### config.mk
export PLATFORM = sky130hd
export DESIGN_NAME = fetch_queue
export DESIGN_NICKNAME = d
export VERILOG_FILES = /design/src/rtl/fq_pkg.sv /design/src/rtl/fq_checker.sv /design/src/rtl/fq_rotate32x16.sv /design/src/rtl/fetch_queue.sv
export SDC_FILE = /design/constraint.sdc
export NUM_CORES = 1
export LEC_CHECK = 0
export BUFFER_PORTS_ARGS = -buffer_cell sky130_fd_sc_hd__buf_2
export CORE_MARGIN = 2
export CORE_UTILIZATION = 50
export CTS_CLUSTER_SIZE = 8
export DETAILED_ROUTE_END_ITERATION = 10
export MAX_ROUTING_LAYER = met4
export PLACE_DENSITY = 0.71
export SYNTH_ARGS = -nofsm -noshare
export SYNTH_HDL_FRONTEND = slang
export SYNTH_SLANG_ARGS = --single-unit
### constraint.sdc
create_clock -name CLK -period 5.9 [get_ports CLK]
set_clock_uncertainty 0.15 [all_clocks]
set_input_delay 0 -clock CLK [delete_from_list [all_inputs] [get_ports CLK]]
set_output_delay 0 -clock CLK [all_outputs]
set_load 0.02 [all_outputs]
### src/rtl/fq_pkg.sv
// Shared constants and helpers for the instruction prefetch queue.
package fq_pkg;

  localparam int          LINE_BYTES        = 16;
  localparam int          BUF_BYTES         = 32;
  localparam logic [3:0]  MAX_INSTR_LEN     = 4'd15;
  localparam logic [5:0]  IR_V_MIN          = 6'd15;
  localparam logic [5:0]  FULL_CNT          = 6'd32;
  localparam logic [31:0] RESET_EIP_DEFAULT = 32'h0000_0000;

  // Round an address down to the start of its I-cache line.
  function automatic logic [31:0] line_align(input logic [31:0] addr);
    return {addr[31:4], 4'h0};
  endfunction

endpackage

### src/rtl/fq_checker.sv
// Protocol and sanity checks for the prefetch queue.
module fq_checker
  import fq_pkg::*;
(
  input logic       clk,
  input logic       clr,
  input logic       instr_take,
  input logic [3:0] instr_len,
  input logic [5:0] byte_cnt
);

  // Decode must never consume a zero-length instruction.
  a_len_nonzero: assert property (@(posedge clk) disable iff (!clr)
    instr_take |-> (instr_len != 4'd0));

  // The buffer can never report more bytes than its two lines hold.
  a_cnt_range: assert property (@(posedge clk) disable iff (!clr)
    byte_cnt <= FULL_CNT);

endmodule

### src/rtl/fq_rotate32x16.sv
// Extracts a 16-byte window from the 32-byte circular buffer starting at head.
module fq_rotate32x16
  import fq_pkg::*;
(
  input  logic [BUF_BYTES-1:0][7:0]   bytes,
  input  logic [4:0]                  head,
  output logic [LINE_BYTES*8-1:0]     window
);

  // Window byte k sits in the most-significant end first; index wraps mod 32.
  always_comb begin
    window = '0;
    for (int k = 0; k < LINE_BYTES; k++) begin
      window[LINE_BYTES*8-1-8*k -: 8] = bytes[head + 5'(k)];
    end
  end

endmodule

### src/rtl/fetch_queue.sv
// Instruction prefetch queue: two-line circular byte buffer feeding decode.
module fetch_queue
  import fq_pkg::*;
#(
  parameter logic [31:0] RESET_EIP = RESET_EIP_DEFAULT
) (
  input  logic         CLK,
  input  logic         CLR,
  input  logic         FLUSH,
  input  logic [31:0]  FLUSH_EIP,
  output logic         IC_REQ,
  output logic [31:0]  IC_ADDR,
  input  logic         IC_RDY,
  input  logic [127:0] IC_LINE,
  input  logic         DE_STALL,
  input  logic         INSTR_TAKE,
  input  logic [3:0]   INSTR_LEN,
  output logic [127:0] IR_OUT,
  output logic         IR_V,
  output logic [31:0]  EIP_OUT,
  output logic [5:0]   BYTE_CNT
);

  logic [BUF_BYTES-1:0][7:0] buf_bytes_r;
  logic [1:0]  slot_v_r, slot_v_s;
  logic [4:0]  head_r, head_s;
  logic        tail_r, tail_s;
  logic [3:0]  skip_r, skip_s;
  logic [5:0]  cnt_r, cnt_s;
  logic [31:0] eip_r, eip_s;
  logic [31:0] faddr_r, faddr_s;

  logic        ic_req_s;
  logic        ir_v_s;
  logic        fill_s;
  logic        consume_s;
  logic [4:0]  head_sum_s;
  logic        cross_s;
  logic [5:0]  fill_add_s;
  logic [5:0]  take_sub_s;

  // A request is outstanding while the slot to fill is empty; a redirect suppresses it.
  assign ic_req_s   = ~slot_v_r[tail_r] & ~FLUSH;
  assign ir_v_s     = (cnt_r >= IR_V_MIN) & ~FLUSH;
  assign fill_s     = ic_req_s & IC_RDY;
  assign consume_s  = ir_v_s & INSTR_TAKE & ~DE_STALL & (INSTR_LEN != 4'd0);
  assign head_sum_s = head_r + {1'b0, INSTR_LEN};
  assign cross_s    = head_sum_s[4] != head_r[4];
  assign fill_add_s = fill_s ? (6'd16 - {2'b00, skip_r}) : 6'd0;
  assign take_sub_s = consume_s ? {2'b00, INSTR_LEN} : 6'd0;

  // Next-state: flush overrides everything; otherwise fill and consume combine.
  always_comb begin
    slot_v_s = slot_v_r;
    head_s   = head_r;
    tail_s   = tail_r;
    skip_s   = skip_r;
    cnt_s    = cnt_r;
    eip_s    = eip_r;
    faddr_s  = faddr_r;
    if (FLUSH) begin
      slot_v_s = 2'b00;
      tail_s   = 1'b0;
      head_s   = {1'b0, FLUSH_EIP[3:0]};
      skip_s   = FLUSH_EIP[3:0];
      cnt_s    = 6'd0;
      eip_s    = FLUSH_EIP;
      faddr_s  = line_align(FLUSH_EIP);
    end else begin
      if (fill_s) begin
        slot_v_s[tail_r] = 1'b1;
        tail_s           = ~tail_r;
        faddr_s          = faddr_r + 32'd16;
        skip_s           = 4'd0;
      end else begin
        skip_s = skip_r;
      end
      if (consume_s) begin
        head_s = head_sum_s;
        eip_s  = eip_r + {28'd0, INSTR_LEN};
        if (cross_s) begin
          // The slot head just left holds no more live bytes.
          slot_v_s[head_r[4]] = 1'b0;
        end else begin
          slot_v_s[head_r[4]] = slot_v_s[head_r[4]];
        end
      end else begin
        head_s = head_r;
      end
      cnt_s = cnt_r + fill_add_s - take_sub_s;
    end
  end

  // Control state registers.
  always_ff @(posedge CLK or negedge CLR) begin
    if (!CLR) begin
      slot_v_r <= 2'b00;
      head_r   <= {1'b0, RESET_EIP[3:0]};
      tail_r   <= 1'b0;
      skip_r   <= RESET_EIP[3:0];
      cnt_r    <= 6'd0;
      eip_r    <= RESET_EIP;
      faddr_r  <= line_align(RESET_EIP);
    end else begin
      slot_v_r <= slot_v_s;
      head_r   <= head_s;
      tail_r   <= tail_s;
      skip_r   <= skip_s;
      cnt_r    <= cnt_s;
      eip_r    <= eip_s;
      faddr_r  <= faddr_s;
    end
  end

  // Line data lands in the tail slot; byte 0 of the line is its lowest byte.
  always_ff @(posedge CLK or negedge CLR) begin
    if (!CLR) begin
      buf_bytes_r <= '0;
    end else if (fill_s) begin
      for (int i = 0; i < LINE_BYTES; i++) begin
        buf_bytes_r[{tail_r, 4'(i)}] <= IC_LINE[8*i +: 8];
      end
    end else begin
      buf_bytes_r <= buf_bytes_r;
    end
  end

  fq_rotate32x16 u_rotate (
    .bytes  (buf_bytes_r),
    .head   (head_r),
    .window (IR_OUT)
  );

  fq_checker u_checker (
    .clk        (CLK),
    .clr        (CLR),
    .instr_take (INSTR_TAKE),
    .instr_len  (INSTR_LEN),
    .byte_cnt   (cnt_r)
  );

  assign IC_REQ   = ic_req_s;
  assign IC_ADDR  = faddr_r;
  assign IR_V     = ir_v_s;
  assign EIP_OUT  = eip_r;
  assign BYTE_CNT = cnt_r;

endmodule

**Yosys cells after proc, flatten, opt, wreduce, memory -nomap -nowiden**

Cells that the tools add are included.

- Flip-flop bits (word level): 338
- Input port bits: 170
- Output and inout bits: 200
- Word-level logic and storage cells: 255

- Add/sub/neg operators: 21
- $lt $le $gt $ge: 53
- Eq/ne operators: 1
- Multiplexer cells: 107
- Bitwise operators: 13
- Reductions and logical operators: 21

Operators by type and width:

| operator | number |
|---|---|
| $bwmux 256 | 16 |
| $bmux 8 s5 | 16 |
| $mux 8 | 32 |
| $lt 5x6->1 const B | 32 |
| $demux 8 s1 | 16 |
| $mux 32 | 4 |
| $ge 5x1->1 const B | 16 |
| $add 5x4->5 const B | 8 |
| $add 32x4->32 | 1 |
| $add 32x5->32 const B | 1 |
| $add 5x3->5 const B | 4 |
| $logic_and 1x1->1 | 18 |
| $mux 4 | 3 |
| $mux 6 | 2 |
| $add 5x2->5 const B | 2 |
| $mux 2 | 5 |
| $mux 5 | 2 |
| $mux 1 | 8 |
| $add 6x6->6 | 1 |
| $and 1x1->1 | 6 |
| $ge 6x4->1 const B | 1 |
| $sub 5x4->6 const A | 1 |
| $sub 6x4->6 | 1 |
| $add 5x1->5 const B | 1 |
| 12 further kinds | 19 |

**Longest topological paths before layout**

- Depth in word-level cells: 20
- Mapped depth: 16
- Depth with buffers taken out: 13

**Cells and area by module**

A second synthesis with hierarchy kept.

- Cells, all modules: 2894
- Area, all modules: 30454.2 sq um

Modules (own cells, without submodules):

| module | times used | cells each | area each (sq um) | seq. area each (sq um) |
|---|---|---|---|---|
| fq_rotate32x16 | 1 | 1804 | 15951.5 | 0.0 |
| fetch_queue | 1 | 1090 | 14502.7 | 8358.0 |

**Worst setup path after synthesis**

No wires, ideal clock.

- Path type: register to output
- Start: register head_r[1]
- End: output IR_OUT[80]
- Data arrival time: 3641 ps
- Required time: 5750 ps
- Slack: 2109 ps
- Stages on the path, launching flop included: 15
- Path buffers: 8
- Cells stage by stage: dfrtp_1 > buf_2 > buf_4 > buf_2 > buf_2 > inv_1 > ha_1 > buf_4 > buf_2 > buf_2 > buf_2 > mux4_2 > mux2_2 > o211ai_1 > o21ai_0

- Cells in the longest elaborated chain, start to end: 3

RTL lines:

| item | line | source |
|---|---|---|
| start: declaration | fetch_queue.sv:26 | `logic [4:0] head_r, head_s;` |
| start signal: assignment | fetch_queue.sv:98 | `head_r <= {1'b0, RESET_EIP[3:0]};` |
| start signal: assignment | fetch_queue.sv:106 | `head_r <= head_s;` |
| $add 5x3->5 | fq_rotate32x16.sv:14 | `window[LINE_BYTES*8-1-8*k -: 8] = bytes[head + 5'(k)];` |
| $bmux 8 s5 | fq_rotate32x16.sv:14 |  |
| $mux 8 (implied by the code) | fq_rotate32x16.sv:14 |  |
| end: declaration | fetch_queue.sv:18 | `output logic [127:0] IR_OUT,` |

Every way passes these cells. The select of a mux whose other input is x is not followed.

**Worst setup path after layout**

- Start: register head_r[2]
- End: output IR_OUT[18]

- Cells in the longest elaborated chain, start to end: 3

RTL lines:

| item | line |
|---|---|
| $add 5x4->5 | fq_rotate32x16.sv:14 |
| $bmux 8 s5 | fq_rotate32x16.sv:14 |
| $mux 8 (implied by the code) | fq_rotate32x16.sv:14 |

Every way passes these cells. The select of a mux whose other input is x is not followed.

==> flow_summary.yaml <==
run_status:
  status: "completed"
layout:
  areaGrowthSynthToFinish_pct: 20.5
  fin_nets: 2888
  fin_area_mm2: 0.0322
  fillers: 4191
  drive_above_1_share: 0.443
floorplan:
  dieArea_mm2: 0.0552
  core_area_mm2: 0.0527
  rows: 84
  start_util: 0.507
  die_w_um: 235
  die_h_um: 235
  io_pins: 370
synth:
  ys_types: 59
  yosysWarnings: 0
  synth_area_mm2: 0.0267
  ys.flop_type: "dfrtp_1"
  synth.most_common_cell: "mux2_2"
  avgSynthCellArea_um2: 12.0
  synth-edff-count: 0
  synth_commonest_cells: "444 x mux2_2, 334 x dfrtp_1, 271 x mux4_2"
  yosysTopAreaCell: "dfrtp_1"
  synth_cells: 2222
  ys_ff_latch: 334
  yosys-top-cells-area: "dfrtp_1 31%, mux4_2 23%, mux2_2 19%, mux2i_1 4.0%, nand2_1 3.1%"
  synth.yosys.seq_area_share: 0.313
  synth_top_area_frac: 0.313
  async_flop_share: 1.00
cts:
  tritoncts: "done"
  cts_buffers: 48
  path_clk_slew_ns: 0.06
  htree_num_levels: 2
  cts_buffer_depth: 3
  clockRootBuffer: "clkbuf_16"
  insertion_delay_ns: 0.60
  cts_sinks: 334
hold_path:
  worstHoldStart: "IC_LINE[71]"
  hp-class: "input pin to register"
placement:
  portBuffers: 365
  gp_congestion: 1.03
  dpl-instance-area_mm2: 0.0290
  hpwl_um: 77200
timing:
  finalCriticalPeriod_ns: 4.43
  fmax_mhz: 226
  finalHoldViolCount: 0
  finalMaxSlewViolations: 0
  tns_ns: 0
  finalSetupViolCount: 0
  rsz0062_at_grt: "no"
  tightestPinTransition_ns: 1.18
  hold_ws_ns: 0.0370
  max_slew_margin: 0.213
  timing.final.crit_share: 0.751
power:
  p_leak_nw: 13.2
  ir_drop_mv: 0.286
  powerDensity_mw_per_mm2: 521
  finalPower_mw: 16.7
setup_path:
  worst-r2r-cell-count: 13
  cp_top_family: "buffers and inverters"
  crit_cells: 8
  critPathSlowestCell: "xnor2_2"
  cp_slowest_stage_delay_ns: 0.98
  endpoint: "IR_OUT[18]"
  end_kind: "output pin"
  crit_required_ns: 5.75
  cp_max_fo: 35
  crit_chain: "inv_2 -> buf_4 -> ha_1 -> a21boi_0 -> xnor2_2 -> mux2i_1 -> a21oi_1 -> buf_2"
  worstSetupStartpointType: "register"
  r2r_end: "BYTE_CNT[5]$_DFF_PN0_"
  worst_setup_path_startpoint: "head_r[2]$_DFFE_PN0P_"
  crit_type: "register to output pin"
  reg2reg_from: "BYTE_CNT[1]$_DFF_PN0_"
  worst-path-buf-inv: 3
  r2r_setup_slack_ns: 1.98
  arrival_ns: 4.28
drt:
  wl_um: 102000
  drt-pass1-iter-count: 6
  ant_nets: 0
  via_per_inst: 6.91
  highest_layer: "met4"
  wl_met1_um: 38500
  wl_per_cell_um: 30.2
  vias: 23400
  wl_met2_um: 46300
  drc: 0
  drt-initial-drc-count: 2835
  dr_wl_met3_um: 11300
grt:
  track_usage: 0.375
  grt_max_degree: 154
  antenna_found_initial: 9
  grt_overflow_total: 0
  grt_pass1_vias: 22800
  grt_first_pass_wirelength_um: 151000
flow_run:
  cap_violations: 0
==> timing repair <==
action                                 in CTS  in global routing
hold buffers                              181                  0
resized for setup                           0                  0
endpoints found under the hold margin     437                  0
setup buffers                               0                  0
==> registers in the layout, indices dropped and copies added, names as in the netlist <==
signal and count:
head_r 5, EIP_OUT 32, tail_r 1, BYTE_CNT 6, slot_v_r 2, IC_ADDR 28
skip_r 4, buf_bytes_r 256
==> per-layer routing <==
metal,track usage,vias to the layer above
met2,0.557,1573
met4,0.194,0
met3,0.0974,276
met5,-,-
li1,-,9659
met1,0.475,11900
==> worst min-delay path: cells and delay by family <==
family / cells / cell delay, ns
buf+inv: 2 / 0.62
mux: 1 / 0.13
==> logic make-up after synthesis <==
group                    Yosys count  synth area share
multiplexers                     822             0.457
AND/OR/NAND/NOR                  432            0.0721
flip-flops                       334             0.313
AO/OA/AOI/OAI                    325            0.0810
buffers and inverters            209            0.0368
XOR/XNOR                          64            0.0216
adder cells (fa/ha/maj)           35            0.0181
other                              1          0.000141
==> metrics by stage <==
stage               setup slack (ns)  utilization  cells
finish                          1.47        0.611   3389
CTS                             1.43        0.610   3380
global route                    1.25        0.611   3389
detailed placement              2.08        0.550   3140
global placement                2.16        0.550   3140
floorplan                       2.11            -   2225
==> where the power goes <==
part           total, mW  internal, mW  switching (mW)  leakage, nW
Sequential          3.95          2.96           0.985         3.98
Clock               2.57          1.51            1.06        0.650
Combinational       10.2          4.35            5.88         8.57
==> cell type report <==
type	count	area, µm²	share of cell area
Antenna cell	9	22.5	0.000700
Clock buffer	57	1290	0.0400
Clock inverter	2	46.3	0.00144
Inverter	36	135	0.00420
Multi-Input combinational cell	1682	17400	0.543
Sequential cell	334	8370	0.260
Tap cell	688	861	0.0268
Timing Repair Buffer	581	3990	0.124
==> how the worst min path moves through the flow <==
stage                                              end  slack [ns]  cells past startpoint
final                      buf_bytes_r[71]$_DFFE_PN0P_        0.04                      3
after global routing           EIP_OUT[21]$_DFFE_PN0P_        0.06                      3
after CTS                      IC_ADDR[22]$_DFFE_PN0N_       0.009                      4
after detailed placement  buf_bytes_r[178]$_DFFE_PN0P_       -0.02                      1
after global placement     buf_bytes_r[50]$_DFFE_PN0P_       -0.03                      1
after floorplan                  BYTE_CNT[0]$_DFF_PN0_       -0.45                      0
==> cells in the final DEF, fill, tap and decap left out, types with 10 or more instances in the layout <==
master and n:
mux2i_1 106, dfrtp_1 331, xor2_1 19, buf_2 364
o311ai_0 18, nand2b_1 10, ha_1 27, o22ai_1 127
nand3_1 27, inv_1 35, and2_1 12, o21ai_0 38
nand4_1 27, and3_1 10, nor2_1 87, o211ai_1 28
mux4_2 271, a21oi_1 42, dlygate4sd3_1 180, a221oi_1 31
xnor2_1 38, mux2_2 444, buf_4 30, nand2_1 218
clkbuf_16 49
Note: power is estimated with default switching activity, not from simulation.
